$ cat src/rtl/fu_wb_arbiter_if.sv
// rtl/fu_wb_arbiter_if.sv - issue and write-back bus between the issue stage and fu_wb_arbiter
interface fu_wb_arbiter_if;
  logic        issue_valid;
  logic [2:0]  issue_fu;
  logic [4:0]  issue_rd;
  logic [4:0]  issue_rs1;
  logic [4:0]  issue_rs2;
  logic        issue_use_rs1;
  logic        issue_use_rs2;
  logic        issue_ready;
  logic [4:0]  fu_en;
  logic [4:0]  fu_busy;
  logic [31:0] rd_pending;
  logic        wb_valid;
  logic [2:0]  wb_sel;
  logic [4:0]  wb_rd;

  modport slave (
    input  issue_valid, issue_fu, issue_rd, issue_rs1, issue_rs2, issue_use_rs1, issue_use_rs2,
    output issue_ready, fu_en, fu_busy, rd_pending, wb_valid, wb_sel, wb_rd
  );

  modport master (
    output issue_valid, issue_fu, issue_rd, issue_rs1, issue_rs2, issue_use_rs1, issue_use_rs2,
    input  issue_ready, fu_en, fu_busy, rd_pending, wb_valid, wb_sel, wb_rd
  );
endinterface

$ cat src/rtl/fu_wb_arbiter.sv
// rtl/fu_wb_arbiter.sv - per-unit latency tracking, hazard-gated issue and fixed-priority write-back arbiter
module fu_wb_arbiter #(
  parameter int LAT_ALU  = 1,
  parameter int LAT_MEM  = 2,
  parameter int LAT_MUL  = 7,
  parameter int LAT_DIV  = 24,
  parameter int LAT_JUMP = 1
) (
  input  logic           clk,
  input  logic           rst,
  fu_wb_arbiter_if.slave bus
);

  typedef enum logic [1:0] {S_IDLE, S_EXEC, S_DONE} slot_state_t;

  slot_state_t r_state     [5];
  slot_state_t w_state_nxt [5];
  logic [4:0]  r_cnt       [5];
  logic [4:0]  w_cnt_nxt   [5];
  logic [4:0]  r_rd        [5];
  logic [31:0] r_pending;
  logic        r_wb_valid;
  logic [2:0]  r_wb_sel;
  logic [4:0]  r_wb_rd;

  logic [7:0]  w_idle;
  logic [7:0]  w_dec;
  logic        w_ready;
  logic [4:0]  w_fu_en;
  logic [4:0]  w_req;
  logic [4:0]  w_gnt;
  logic [2:0]  w_gnt_sel;
  logic [4:0]  w_gnt_rd;
  logic [31:0] w_pend_set;
  logic [31:0] w_pend_clr;

  function automatic logic [4:0] lat_m1(input int idx);
    case (idx)
      0:       return 5'(LAT_ALU - 1);
      1:       return 5'(LAT_MEM - 1);
      2:       return 5'(LAT_MUL - 1);
      3:       return 5'(LAT_DIV - 1);
      default: return 5'(LAT_JUMP - 1);
    endcase
  endfunction

  // Codes 5-7 map onto the zero upper bits of w_idle, so illegal units never issue.
  always_comb begin
    w_idle = 8'd0;
    for (int i = 0; i < 5; i++) w_idle[i] = (r_state[i] == S_IDLE);
    w_dec   = 8'd1 << bus.issue_fu;
    w_ready = w_idle[bus.issue_fu]
              && !(bus.issue_rd != 5'd0 && r_pending[bus.issue_rd])
              && !(bus.issue_use_rs1 && r_pending[bus.issue_rs1])
              && !(bus.issue_use_rs2 && r_pending[bus.issue_rs2]);
    w_fu_en = (bus.issue_valid && w_ready) ? w_dec[4:0] : 5'd0;
  end

  // Fixed priority DIV > MUL > MEM > JUMP > ALU.
  always_comb begin
    w_gnt     = 5'd0;
    w_gnt_sel = 3'd0;
    w_gnt_rd  = 5'd0;
    for (int i = 0; i < 5; i++) w_req[i] = (r_state[i] == S_DONE);
    if      (w_req[3]) w_gnt[3] = 1'b1;
    else if (w_req[2]) w_gnt[2] = 1'b1;
    else if (w_req[1]) w_gnt[1] = 1'b1;
    else if (w_req[4]) w_gnt[4] = 1'b1;
    else if (w_req[0]) w_gnt[0] = 1'b1;
    for (int i = 0; i < 5; i++) begin
      if (w_gnt[i]) begin
        w_gnt_sel = 3'(i + 1);
        w_gnt_rd  = r_rd[i];
      end
    end
  end

  always_comb begin
    for (int i = 0; i < 5; i++) begin
      w_state_nxt[i] = r_state[i];
      w_cnt_nxt[i]   = r_cnt[i];
      case (r_state[i])
        S_IDLE: if (w_fu_en[i]) begin
          w_state_nxt[i] = S_EXEC;
          w_cnt_nxt[i]   = lat_m1(i);
        end
        S_EXEC: if (r_cnt[i] == 5'd0) w_state_nxt[i] = S_DONE;
                else                  w_cnt_nxt[i]   = r_cnt[i] - 5'd1;
        S_DONE: if (w_gnt[i]) w_state_nxt[i] = S_IDLE;
        default: w_state_nxt[i] = S_IDLE;
      endcase
    end
  end

  // A pending bit drops on the edge that ends its write-back cycle, when the register file commits.
  always_comb begin
    w_pend_set = (bus.issue_valid && w_ready && bus.issue_rd != 5'd0) ? (32'd1 << bus.issue_rd) : 32'd0;
    w_pend_clr = r_wb_valid ? (32'd1 << r_wb_rd) : 32'd0;
  end

  always_ff @(posedge clk or posedge rst) begin
    if (rst) begin
      for (int i = 0; i < 5; i++) begin
        r_state[i] <= S_IDLE;
        r_cnt[i]   <= 5'd0;
        r_rd[i]    <= 5'd0;
      end
      r_pending  <= 32'd0;
      r_wb_valid <= 1'b0;
      r_wb_sel   <= 3'd0;
      r_wb_rd    <= 5'd0;
    end else begin
      for (int i = 0; i < 5; i++) begin
        r_state[i] <= w_state_nxt[i];
        r_cnt[i]   <= w_cnt_nxt[i];
        if (w_fu_en[i]) r_rd[i] <= bus.issue_rd;
      end
      r_pending  <= ((r_pending & ~w_pend_clr) | w_pend_set) & ~32'd1;
      r_wb_valid <= (w_gnt != 5'd0);
      r_wb_sel   <= w_gnt_sel;
      r_wb_rd    <= w_gnt_rd;
    end
  end

  assert property (@(posedge clk) disable iff (rst) (w_pend_set & w_pend_clr) == 32'd0);

  always_comb begin
    bus.issue_ready = w_ready;
    bus.fu_en       = w_fu_en;
    for (int i = 0; i < 5; i++) bus.fu_busy[i] = (r_state[i] != S_IDLE);
    bus.rd_pending  = r_pending;
    bus.wb_valid    = r_wb_valid;
    bus.wb_sel      = r_wb_sel;
    bus.wb_rd       = r_wb_rd;
  end

endmodule

$ cat src/flat_wrapper.sv
// flat-port wrapper written by rule: the top's interface ports become plain ports
module fu_wb_arbiter_flat 
#(
  parameter int LAT_ALU  = 1,
  parameter int LAT_MEM  = 2,
  parameter int LAT_MUL  = 7,
  parameter int LAT_DIV  = 24,
  parameter int LAT_JUMP = 1
)
  (clk, rst, bus_issue_valid, bus_issue_fu, bus_issue_rd, bus_issue_rs1, bus_issue_rs2, bus_issue_use_rs1, bus_issue_use_rs2, bus_issue_ready, bus_fu_en, bus_fu_busy, bus_rd_pending, bus_wb_valid, bus_wb_sel, bus_wb_rd);
  fu_wb_arbiter_if bus_i ();
  input  logic clk;
  input  logic rst;
  input wire logic [$bits(bus_i.issue_valid)-1:0] bus_issue_valid;
  input wire logic [$bits(bus_i.issue_fu)-1:0] bus_issue_fu;
  input wire logic [$bits(bus_i.issue_rd)-1:0] bus_issue_rd;
  input wire logic [$bits(bus_i.issue_rs1)-1:0] bus_issue_rs1;
  input wire logic [$bits(bus_i.issue_rs2)-1:0] bus_issue_rs2;
  input wire logic [$bits(bus_i.issue_use_rs1)-1:0] bus_issue_use_rs1;
  input wire logic [$bits(bus_i.issue_use_rs2)-1:0] bus_issue_use_rs2;
  output wire logic [$bits(bus_i.issue_ready)-1:0] bus_issue_ready;
  output wire logic [$bits(bus_i.fu_en)-1:0] bus_fu_en;
  output wire logic [$bits(bus_i.fu_busy)-1:0] bus_fu_busy;
  output wire logic [$bits(bus_i.rd_pending)-1:0] bus_rd_pending;
  output wire logic [$bits(bus_i.wb_valid)-1:0] bus_wb_valid;
  output wire logic [$bits(bus_i.wb_sel)-1:0] bus_wb_sel;
  output wire logic [$bits(bus_i.wb_rd)-1:0] bus_wb_rd;
  assign bus_i.issue_valid = bus_issue_valid;
  assign bus_i.issue_fu = bus_issue_fu;
  assign bus_i.issue_rd = bus_issue_rd;
  assign bus_i.issue_rs1 = bus_issue_rs1;
  assign bus_i.issue_rs2 = bus_issue_rs2;
  assign bus_i.issue_use_rs1 = bus_issue_use_rs1;
  assign bus_i.issue_use_rs2 = bus_issue_use_rs2;
  assign bus_issue_ready = bus_i.issue_ready;
  assign bus_fu_en = bus_i.fu_en;
  assign bus_fu_busy = bus_i.fu_busy;
  assign bus_rd_pending = bus_i.rd_pending;
  assign bus_wb_valid = bus_i.wb_valid;
  assign bus_wb_sel = bus_i.wb_sel;
  assign bus_wb_rd = bus_i.wb_rd;
  fu_wb_arbiter #(.LAT_ALU(LAT_ALU), .LAT_MEM(LAT_MEM), .LAT_MUL(LAT_MUL), .LAT_DIV(LAT_DIV), .LAT_JUMP(LAT_JUMP)) u_core (.clk(clk), .rst(rst), .bus(bus_i));
endmodule
$ cat config.mk
export PLATFORM = sky130hd
export DESIGN_NAME = fu_wb_arbiter_flat
export DESIGN_NICKNAME = d
export VERILOG_FILES = /design/src/rtl/fu_wb_arbiter_if.sv /design/src/rtl/fu_wb_arbiter.sv /design/src/flat_wrapper.sv
export SDC_FILE = /design/constraint.sdc
export NUM_CORES = 1
export LEC_CHECK = 0
export ABC_CLOCK_PERIOD_IN_PS = 2910
export BUFFER_PORTS_ARGS = -buffer_cell sky130_fd_sc_hd__buf_2
export CAP_MARGIN = 20
export CORE_MARGIN = 3
export CORE_UTILIZATION = 41
export DETAILED_ROUTE_END_ITERATION = 8
export GPL_TIMING_DRIVEN = 0
export PLACE_DENSITY = 0.68
export SYNTH_ARGS = -nofsm -noshare
export SYNTH_HDL_FRONTEND = slang
export SYNTH_SLANG_ARGS = --single-unit
export TNS_END_PERCENT = 10
$ cat constraint.sdc
create_clock -name clk -period 2.91 [get_ports clk]
set_input_delay 0.291 -clock clk [delete_from_list [all_inputs] [get_ports clk]]
set_output_delay 0.291 -clock clk [all_outputs]
set_load 0.02 [all_outputs]
Word level (Yosys, flattened, before mapping):

Index checks and enable logic that the tools add are counted.

* bits in registers: 100
* latch bits: 0
* memory bits (writable): 0
* memory bits (read-only): 0
* bits of input ports: 23
* output and inout port bits: 52
* word-level logic and storage cells: 175
* memories: 0

* add/subtract/negate cells: 5
* multipliers: 0
* div/mod/pow operators: 0
* magnitude comparators: 4
* equality and inequality tests: 30
* shift-type cells: 3
* muxes and demuxes: 68
* bitwise operators: 3
* reduce and logical (&&, ||, !) cells: 43

Operator list (count)
* $mux W5: 16
* $mux W32: 2
* $shl A1 B5 Y32 const A: 2
* $pmux W5 S2: 5
* $mux W2: 18
* $and A32 B32 Y32: 1
* $not A32 Y32: 1
* $or A32 B32 Y32: 1
* $ne A2 B2 Y1 const B: 15
* $pmux W2 S3: 5
* $reduce_and A3 Y1: 10
* $logic_not A5 Y1: 5
* $sub A5 B1 Y5 const B: 5
* $reduce_bool A2 Y1: 10
* $lt A5 B6 Y1 const B: 3
* $bmux W1 S5: 3
* $mux W1: 15
* $eq A2 B1 Y1 const B: 5
* $eq A2 B2 Y1 const B: 5
* $logic_not A2 Y1: 5
* $ne A2 B1 Y1 const B: 5
* $reduce_bool A5 Y1: 2
* $mux W3: 3
* $logic_and A1 B1 Y1: 8
* 4 further kinds: 6

Longest topological paths before layout:

* word-level depth: 11
* gate-level depth with buffers: 11
* depth with buffers taken out: 8

Least setup slack after synthesis:

OpenSTA, ideal clock, no wires.

* path kind: input port to flip-flop
* from: input port bus_issue_rs1[0]
* to: register u_core.r_rd[20] (netlist name)
* arrival: 2581 ps
* data required time: 2785 ps
* slack: 204 ps
* stages on the path: 9
* cell sequence: buf_2 mux4_2 mux2_2 a211oi_2 o22a_1 buf_6 and4_1 buf_2 mux2_2

* word-level cells in the longest chain between the ends: 8

Ends and longest elaborated chain
* from (decl): RTL line flat_wrapper.sv:17 `input wire logic [$bits(bus_i.issue_rs1)-1:0] bus_issue_rs1;`
* $bmux W1 S5: RTL line fu_wb_arbiter.sv:54 `&& !(bus.issue_use_rs1 && r_pending[bus.issue_rs1])`
* $mux W1 (implied by the code): RTL line fu_wb_arbiter.sv:54
* $logic_and A1 B1 Y1: RTL line fu_wb_arbiter.sv:54
* $logic_not A1 Y1: RTL line fu_wb_arbiter.sv:54
* $logic_and A1 B1 Y1: RTL line fu_wb_arbiter.sv:54
* $logic_and A1 B1 Y1: RTL line fu_wb_arbiter.sv:55 `&& !(bus.issue_use_rs2 && r_pending[bus.issue_rs2]);`
* $logic_and A1 B1 Y1: RTL line fu_wb_arbiter.sv:56 `w_fu_en = (bus.issue_valid && w_ready) ? w_dec[4:0] : 5'd0;`
* $mux W5: RTL line fu_wb_arbiter.sv:56
* named net bus_fu_en[0]: RTL line flat_wrapper.sv:22 `output wire logic [$bits(bus_i.fu_en)-1:0] bus_fu_en;`
* to (signal, indexed assignment): RTL line fu_wb_arbiter.sv:116 `if (w_fu_en[i]) r_rd[i] <= bus.issue_rd;`
* to (decl): RTL line fu_wb_arbiter.sv:20 `logic [4:0] r_rd [5];`

The timed path passes the listed nets, and every way through them passes these cells. The select of a mux whose other input is x is not followed.
A chain may end at the register's enable or synchronous reset.

Final worst setup path:

* from: register u_core.r_pending[19], in the netlist u_core.bus.rd_pending[19]
* to: output port bus_fu_en[2]

* word-level cells in the longest chain between the ends: 9
* elaborated cells between the ends (all ways): 17

Ends and longest elaborated chain
* from (decl): RTL line fu_wb_arbiter.sv:21 `logic [31:0] r_pending;`
* from (signal assigned): RTL line fu_wb_arbiter.sv:118 `r_pending <= ((r_pending & ~w_pend_clr) | w_pend_set) & ~32'd1;`
* $bmux W1 S5: RTL line fu_wb_arbiter.sv:53 `&& !(bus.issue_rd != 5'd0 && r_pending[bus.issue_rd])`
* $mux W1 (implied by the code): RTL line fu_wb_arbiter.sv:53
* $logic_and A1 B1 Y1: RTL line fu_wb_arbiter.sv:53
* $logic_not A1 Y1: RTL line fu_wb_arbiter.sv:53
* $logic_and A1 B1 Y1: RTL line fu_wb_arbiter.sv:53
* $logic_and A1 B1 Y1: RTL line fu_wb_arbiter.sv:54
* $logic_and A1 B1 Y1 *: RTL line fu_wb_arbiter.sv:55
* $logic_and A1 B1 Y1 *: RTL line fu_wb_arbiter.sv:56
* $mux W5 *: RTL line fu_wb_arbiter.sv:56
* to (decl): RTL line flat_wrapper.sv:22

Mark *: on every way between the ends. The rest lies on a longest branch, timed or not. The select of a mux whose other input is x is not followed.

==> flow_metrics.py <==
metrics = {
    "power": {
        "combinationalPowerShare": 0.238,
        "pwr-share-clk": 0.322,
        "internal-power_mw": 2.79,
        "ir_worst_vdd_mv": 0.476,
        "powerDensity_mw_per_mm2": 610,
        "power.leakage_nw": 2.87,
        "p_sw_frac": 0.311,
        "p_sw_mw": 1.26,
        "p_seq_frac": 0.440,
    },
    "clock_tree": {
        "cts_buffers": 9,
        "clk_pin_slew_ps": 70,
        "clk_path_buf_depth": 2,
        "insertion_delay_ps": 340,
        "root_buffer": "clkbuf_16",
        "cts.sinks": 100,
        "cts_tree": "done",
        "htreeDepth": 3,
    },
    "synth": {
        "synth-seq-cells": 100,
        "synthTopCellsByCount": "100 x dfrtp_1, 52 x o21ai_0, 40 x nand2_1, 29 x mux2_2, 29 x nor2_1",
        "synth_top_area_cell": "dfrtp_1",
        "ys_seq_area_frac": 0.453,
        "ys_warn_count": 0,
        "async_flop_share": 1.00,
        "syn-num-nets": 551,
        "synth_ff_type": "dfrtp_1",
        "netlist_instances": 518,
        "syn-cell-area_sq_mm": 0.00553,
        "synth_area_leaders": "dfrtp_1 45%, mux4_2 6.9%, mux2_2 5.9%",
        "yosysTopAreaCellShare": 0.453,
        "yosys.cell_types.count": 62,
        "avgSynthCellArea_sq_um": 10.7,
        "synth-edff-count": 0,
        "synth_most_common_cell": "dfrtp_1",
    },
    "critical_path": {
        "arrival_ps": 2660,
        "r2r-end": "u_core.bus.rd_pending[20]",
        "reg2reg_depth": 8,
        "setup.worst_path.start_class": "flip-flop",
        "path_cells": "mux4_2 -> mux2i_2 -> mux2i_1 -> a21oi_2 -> nand4_1 -> nor2_4 -> buf_2",
        "slowest_stage": "mux4_2",
        "reg2reg_from": "u_core.bus.rd_pending[19]",
        "reg2reg_slack_ps": 110,
        "slowest_delay_ps": 490,
        "crit_family": "multiplexers",
        "critPathRequiredTime_ps": 2620,
        "crit_buf_inv": 1,
        "critical_path_class": "flip-flop to output pin",
        "worstPathMaxFanout": 7,
        "end_kind": "output pin",
    },
    "place": {
        "place.gp.congestion": 0.849,
        "portBuffers": 68,
        "detailed_place_hpwl_um": 10500,
        "dp.cells": 759,
    },
    "detailed_routing": {
        "drtIter0Drc": 347,
        "drc": 0,
        "wl_per_cell_um": 18.0,
        "drt-pass1-iter-count": 4,
        "ant_nets": 0,
        "viasPerCell": 5.78,
        "vias": 4560,
        "wl_um": 14200,
    },
    "floorplanning": {
        "die_h_um": 122,
        "io_pins": 75,
        "num_rows": 41,
        "initial_core_util": 0.429,
        "fp.dieW_um": 122,
        "die_area_sq_mm": 0.0149,
        "core_area_sq_mm": 0.0129,
    },
    "grt": {
        "track_usage": 0.192,
        "busiest_layer": "met2",
        "grt_use_met2": 0.312,
        "grt_pass1_vias": 4471,
        "grt_pass1_wl_um": 22800,
        "use_met1": 0.264,
        "grt_max_degree": 73,
        "antenna_found_initial": 0,
        "overflow": 0,
        "grt_use_met3": 0.0334,
    },
    "timing": {
        "min_period_ps": 2950,
        "slew_violations": 0,
        "fin_tns_setup_ps": -124,
        "rsz0062_at_grt": "yes",
        "hold_viol": 0,
        "finalClockSkew_ps": 7.46,
        "tightestPinTransition_ps": 581,
        "slew_headroom": 0.613,
        "fin_crit_sh": 1.01,
        "worst_slack_ps": -42.4,
        "clock.fmax_mhz": 339,
        "setup_viol": 4,
    },
    "final_layout": {
        "ff_latch_area_sq_mm": 0.00250,
        "fin_nets": 645,
        "drive_gt1_frac": 0.311,
        "syn_to_final_growth_pct": 19.9,
        "multi_input_area_sq_mm": 0.00289,
        "final_cells": 789,
        "diodes": 0,
        "fill_cells": 1171,
    },
    "min_path": {
        "min_to": "u_core.r_rd[12]",
        "min-delay-start": "u_core.r_rd[12]",
        "hold_path_class": "flip-flop to flip-flop",
        "worstHoldPathCells": 2,
    },
    "outcome": {
        "status": "complete, but fails checks",
        "violations": "setup timing",
    },
    "run": {
        "drv_cap": 0,
    },
}
## placed cells by master, fill, tap and decap left out, types with 4 or more instances in the layout
cell type	instances
a21oi_1	11
a222oi_1	5
a22o_1	8
and2_1	4
and3_1	6
buf_2	71
buf_4	15
buf_6	6
clkbuf_1	10
clkbuf_16	9
dfrtp_1	100
ha_1	10
inv_1	17
mux2_2	29
mux2i_1	13
mux4_2	17
nand2_1	39
nand2b_1	15
nand3_1	11
nand3b_1	9
nor2_1	28
nor2b_1	20
nor3_1	4
o21ai_0	52
o21ai_1	8
o21ai_2	9
o22ai_1	7
or2_2	5
or3_1	5
## kinds of logic after synthesis
kind of cell / after synthesis / synth area share
other: 1 / 0.000678
xor gates and xnor gates: 2 / 0.00317
muxes: 62 / 0.158
and+or+nand+nor: 170 / 0.168
AOI/OAI and AO/OA: 133 / 0.159
buffers and inverters: 40 / 0.0360
DFF: 100 / 0.453
adders and majority gates: 10 / 0.0226
## worst reg2reg max path, cell delays in order (launching register included)
cell and delay [ps]:
dfrtp_1 440, mux4_2 500, mux2i_2 200, mux2i_1 130, a21oi_2 330, and2_4 240, and2_1 200, nand4_1 370
o21ai_0 320
## worst max-delay path by stage
stage,startpoint,endpoint,depth (start not counted)
3_5_place_dp,bus_issue_rd[0],bus_fu_en[0],10
5_1_grt,u_core.bus.rd_pending[19],bus_fu_en[1],9
4_1_cts,u_core.bus.rd_pending[19],bus_fu_en[0],8
3_3_place_gp,rst,u_core.bus.wb_sel[2],2
6_report,u_core.bus.rd_pending[19],bus_fu_en[2],7
2_1_floorplan,rst,u_core.bus.rd_pending[10],1
## registers in the layout (all words and copies together), names as in the netlist
register / cells
u_core.r_state: 10
u_core.bus.wb_valid: 1
u_core.r_rd: 25
u_core.bus.rd_pending: 31
u_core.bus.wb_sel: 3
u_core.bus.wb_rd: 5
u_core.r_cnt: 25
## power by group through the flow
| stage | clock [mW] | combinational, mW | sequential, mW |
|---|---|---|---|
| final | 1.30 | 0.963 | 1.78 |
| after floorplan | 0 | 0.707 | 1.77 |
| after CTS | 1.31 | 0.960 | 1.77 |
| after global placement | 0 | 0.898 | 1.79 |
| after global routing | 1.38 | 1.09 | 1.81 |
| after detailed placement | 0 | 0.943 | 1.80 |
## layout make-up
type	instances	area share
flip-flops and latches	100	0.377
clock inverters	7	0.0149
inverters	18	0.0106
multi-input cells	378	0.436
clock buffers	9	0.0340
plain buffers	22	0.0213
well taps	172	0.0325
repair buffers	83	0.0730
## through the flow
step	hold slack, ps	power (mW)	util	instance area (sq um)	setup slack (ps)
final	478	4.04	0.515	6630	-42.4
after detailed placement	312	2.74	0.475	6110	-259
after global placement	460	2.69	0.473	6080	-1090
after global routing	493	4.28	0.515	6630	-103
after floorplan	440	2.48	-	5530	0.221
after CTS	479	4.05	0.508	6540	-44.8
## repair_timing
action,4_1_cts,5_1_grt
endpoints found under the setup margin,8,5
setup buffers,5,8
endpoints found under the hold margin,28,0
gates resized for setup,16,7
hold buffers,1,0
pin swaps,4,4
## metal layers
metal	share of wire	wire length, um	vias up
li1	-	-	2108
met1	0.45	6360	2251
met2	0.46	6570	177
met3	0.070	998	24
met4	0.018	262	0
met5	0	0	-
Power figures use the tool's default switching activity.
